## config.mk

```make
export PLATFORM = sky130hd
export DESIGN_NAME = blk448_serializer
export DESIGN_NICKNAME = d
export VERILOG_FILES = /design/src/rtl/blk448_serializer_pkg.sv /design/src/rtl/blk448_row_mux.sv /design/src/rtl/blk448_serializer.sv
export SDC_FILE = /design/constraint.sdc
export NUM_CORES = 1
export LEC_CHECK = 0
export BUFFER_PORTS_ARGS = -buffer_cell sky130_fd_sc_hd__clkbuf_2
export CELL_PAD_IN_SITES_DETAIL_PLACEMENT = 0
export CELL_PAD_IN_SITES_GLOBAL_PLACEMENT = 1
export CORE_MARGIN = 5
export CORE_UTILIZATION = 30
export CTS_BUF_LIST = sky130_fd_sc_hd__clkbuf_2 sky130_fd_sc_hd__clkbuf_4 sky130_fd_sc_hd__clkbuf_8
export CTS_CLUSTER_DIAMETER = 80
export DETAILED_ROUTE_END_ITERATION = 6
export GPL_TIMING_DRIVEN = 0
export PLACE_DENSITY_LB_ADDON = 0.12
export RECOVER_POWER = 100
export SYNTH_ARGS = -nofsm -noshare
export SYNTH_HDL_FRONTEND = slang
export SYNTH_HIERARCHICAL = 1
export SYNTH_SLANG_ARGS = --single-unit
```

## constraint.sdc

```tcl
create_clock -name clk -period 3.5 [get_ports clk]
set_clock_uncertainty 0.2 [all_clocks]
set_input_delay 0.35 -clock clk [delete_from_list [all_inputs] [get_ports clk]]
set_output_delay 0.35 -clock clk [all_outputs]
set_load 0.01 [all_outputs]
```

## src/rtl/blk448_serializer_pkg.sv

```systemverilog
// blk448_serializer_pkg: shared state encoding, block geometry and row-slice helper
package blk448_serializer_pkg;
  typedef enum logic {ST_IDLE = 1'b0, ST_SEND = 1'b1} state_e;
  localparam int ROWS_PER_BLOCK = 4;
  localparam int PIX_PER_ROW = 4;
  function automatic int row_lsb(input int r, input int w);
    return (ROWS_PER_BLOCK - 1 - r) * PIX_PER_ROW * w;
  endfunction
endpackage

```

## src/rtl/blk448_row_mux.sv

```systemverilog
// blk448_row_mux: combinational 4:1 selection of one row from the 16-pixel buffer
module blk448_row_mux
  import blk448_serializer_pkg::*;
#(
  parameter int WORD_WIDTH = 8
) (
  input  logic [WORD_WIDTH*16-1:0]           buf_i,
  input  logic [1:0]                         row_i,
  output logic [WORD_WIDTH*PIX_PER_ROW-1:0]  row_o
);
  logic [WORD_WIDTH*PIX_PER_ROW-1:0] rows [ROWS_PER_BLOCK];
  for (genvar g = 0; g < ROWS_PER_BLOCK; g++) begin : g_row
    assign rows[g] = buf_i[row_lsb(g, WORD_WIDTH) +: WORD_WIDTH*PIX_PER_ROW];
  end
  assign row_o = rows[row_i];
endmodule

```

## src/rtl/blk448_serializer.sv

```systemverilog
// blk448_serializer: streams a parallel 4x4 pixel block out as four row words, row 0 first
module blk448_serializer
  import blk448_serializer_pkg::*;
#(
  parameter int WORD_WIDTH = 8,
  parameter int NUM_ROWS = 4
) (
  input  logic                    clk,
  input  logic                    rst,
  input  logic                    in_valid,
  output logic                    in_ready,
  input  logic [WORD_WIDTH*16-1:0] blk_in,
  output logic                    out_valid,
  input  logic                    out_ready,
  output logic [WORD_WIDTH*4-1:0] out_data,
  output logic [1:0]              out_row,
  output logic                    out_last
);
  state_e                  state_q, state_d;
  logic [1:0]              row_q, row_d;
  logic [WORD_WIDTH*16-1:0] buf_q, buf_d;
  logic                    acc_in, acc_out;
  assign out_valid = !rst && state_q == ST_SEND;
  assign in_ready  = !rst && (state_q == ST_IDLE || (row_q == 2'd3 && out_ready));
  assign acc_in    = in_valid && in_ready;
  assign acc_out   = out_valid && out_ready;
  assign out_row   = row_q;
  assign out_last  = out_valid && row_q == 2'd3;
  blk448_row_mux #(.WORD_WIDTH(WORD_WIDTH)) u_mux (
    .buf_i (buf_q),
    .row_i (row_q),
    .row_o (out_data)
  );
  // next state: a new block always restarts at row 0; the last row without a successor returns to idle
  always_comb begin
    state_d = acc_in ? ST_SEND : (acc_out && row_q == 2'd3) ? ST_IDLE : state_q;
    row_d   = acc_in ? 2'd0 : acc_out ? row_q + 2'd1 : row_q;
    buf_d   = acc_in ? blk_in : buf_q;
  end
  // state, row counter and block buffer registers
  always_ff @(posedge clk) begin
    if (rst) begin
      state_q <= ST_IDLE;
      row_q   <= '0;
      buf_q   <= '0;
    end else begin
      state_q <= state_d;
      row_q   <= row_d;
      buf_q   <= buf_d;
    end
  end
endmodule
```

==> flow_summary.json <==
{
  "end_kind": "output pin",
  "vdd.ir_drop.worst_mv": 0.248,
  "drc_errors": 0,
  "synth.cell_area_mm2": 0.00598,
  "cts_tree": "done",
  "crit_required_ps": 2950,
  "drv_slew": 0,
  "dieArea_mm2": 0.0229,
  "leakage_nw": 3.79,
  "ys_seq_area_share_pct": 43.9,
  "h-tree-depth": 4,
  "cts_made_buffers": 17,
  "setup_viol_count_final": 0,
  "reg2reg_depth": 5,
  "synth_area_per_cell_um2": 12.7,
  "layout_commonest_cell": "clkbuf_2",
  "start_kind": "flip-flop",
  "grt_max_degree": 17,
  "grt_pass1_vias": 5022,
  "portBuffers": 167,
  "path_clk_slew_ps": 60,
  "gr-usage-all-layers_pct": 15.5,
  "synth_seq_cells": 131,
  "root_buffer": "clkbuf_8",
  "synth_top_area_share_pct": 43.9,
  "fin_nets": 917,
  "total_power_mw": 3.39,
  "post_drt_wl_per_cell_um": 16.2,
  "status": "complete, no violations",
  "dp_hpwl_um": 12400,
  "critical_path_arrival_ps": 2220,
  "post-route-period-util_pct": 79.3,
  "fin_crit_ps": 2770,
  "slew_headroom_pct": 49.5,
  "post_cts_resized": 0,
  "clockBufferDepth": 2,
  "grt_pass1_wl_um": 26400,
  "synth_cells": 469,
  "insertion_delay_ps": 420,
  "drive_above_1_share_pct": 31.3,
  "ios": 169,
  "worst_pin_slew_ps": 757,
  "die_h_um": 151,
  "initial_core_util_pct": 30.6,
  "clkSinkCount": 131,
  "ys_types": 22,
  "num_antenna_cells": 0,
  "final_cell_mix": "clkbuf_2 (136), dfxtp_1 (131), nor2b_1 (129), dlygate4sd3_1 (129), mux2_1 (95)",
  "antenna_found_initial": 0,
  "post-synth-top-area-cell": "dfxtp_1",
  "min_path_type": "input pin to flip-flop",
  "cap_violations": 0,
  "rows": 51,
  "via_per_inst": 4.33,
  "ant_nets": 0,
  "routed_wl_um": 17200,
  "rsz0062_at_grt": "no",
  "vias": 4599,
  "fmax_mhz": 360,
  "gr-total-overflow": 0,
  "syn_nets": 602,
  "die_x_um": 151,
  "cp_max_fo": 10,
  "synth-warning-count": 6,
  "first_pass_iters": 4,
  "synth.area.top_cells": "dfxtp_1 (44%), mux2_1 (18%), nor2b_1 (13%)",
  "critPathKind": "flip-flop to output pin",
  "first_iter_violations": 89,
  "finalWeightedCongestion": 0.740,
  "syn2layout_area_growth_pct": 46.3,
  "core_mm2": 0.0195,
  "hold_viol_final": 0,
  "tns_ps": 0,
  "powerDensity_mw_per_mm2": 388,
  "hold_depth": 4
}
[area by class of cell]
cell class              count  area, um^2
plain buffers              36         275
clock inverters             5        52.6
flip-flops and latches    131        2620
fillers                  1900       10800
repair buffers            296        2090
well taps                 265         332
multi-input cells         302        3060
clock buffers              26         314
[worst paths after layout]
check                          start                      end  slack (ps)
max          out_row[0]$_SDFFE_PP0P_             out_data[22]         730
min                        out_ready  out_row[0]$_SDFFE_PP0P_         130
max reg2reg  out_row[1]$_SDFFE_PP0P_    buf_q[8]$_SDFFE_PP0P_         750
min reg2reg   buf_q[76]$_SDFFE_PP0P_   buf_q[76]$_SDFFE_PP0P_         370
[per-stage QoR]
step	hold slack (ps)	area (um^2)	setup slack, ps	utilization (%)	instances
CTS	58.1	8800	1010	45.1	1061
global route	119	8750	561	44.8	1061
finish	128	8750	726	44.8	1061
floorplan	271	5980	1560	-	469
detailed placement	358	7150	1270	36.6	901
global placement	348	7150	1300	36.6	901
[power breakdown]
part           internal (mW)  leakage, nW  switching [mW]  total, mW
sequential              1.60         1.08          0.0459       1.64
combinational          0.339         2.52           0.209      0.548
clock                  0.647        0.195           0.552       1.20
total                   2.58         3.79           0.807       3.39
[routing by layer]
| metal | share of wire (%) | global-route usage [%] |
|---|---|---|
| met5 | 0 | 0 |
| met4 | 1.1 | 4.44 |
| met3 | 5.2 | 4.19 |
| met2 | 50 | 27.3 |
| met1 | 44 | 18.6 |
[synthesized netlist by cell type, drive strengths merged]
master,instances
mux2,128
nor2b,129
ha,1
mux2i,1
mux4,32
and2,1
buf,24
xor2,1
dfxtp,131
nor3b,1
nand2,1
nand3b,1
nor3,2
a21boi,1
nor2,3
clkbuf,12
[sequential cells by signal (all words and copies together) (netlist names)]
name	flops
buf_q	128
out_row	2
state_q	1
[worst max-delay path, stage by stage, from the launching register on]
cell	delay, ps
dfxtp_1	410
clkbuf_1	480
buf_12	240
mux4_2	520
clkbuf_1	150
[kinds of logic after synthesis]
| kind of cell | Yosys count | synth area share (%) |
|---|---|---|
| AO/OA/AOI/OAI | 1 | 0.188 |
| XOR/XNOR | 1 | 0.147 |
| adder cells (fa/ha/maj) | 1 | 0.209 |
| buffers and inverters | 36 | 4.79 |
| flip-flops | 131 | 43.9 |
| multiplexers | 161 | 36.5 |
| AND/OR/NAND/NOR | 138 | 14.4 |
[what timing repair did]
| item | CTS | global route |
|---|---|---|
| setup buffers | 0 | 0 |
| endpoints found under the hold margin | 129 | 0 |
| setup endpoints to repair | 0 | 0 |
| hold buffers | 129 | 0 |
(Power assumes the default switching activity.)
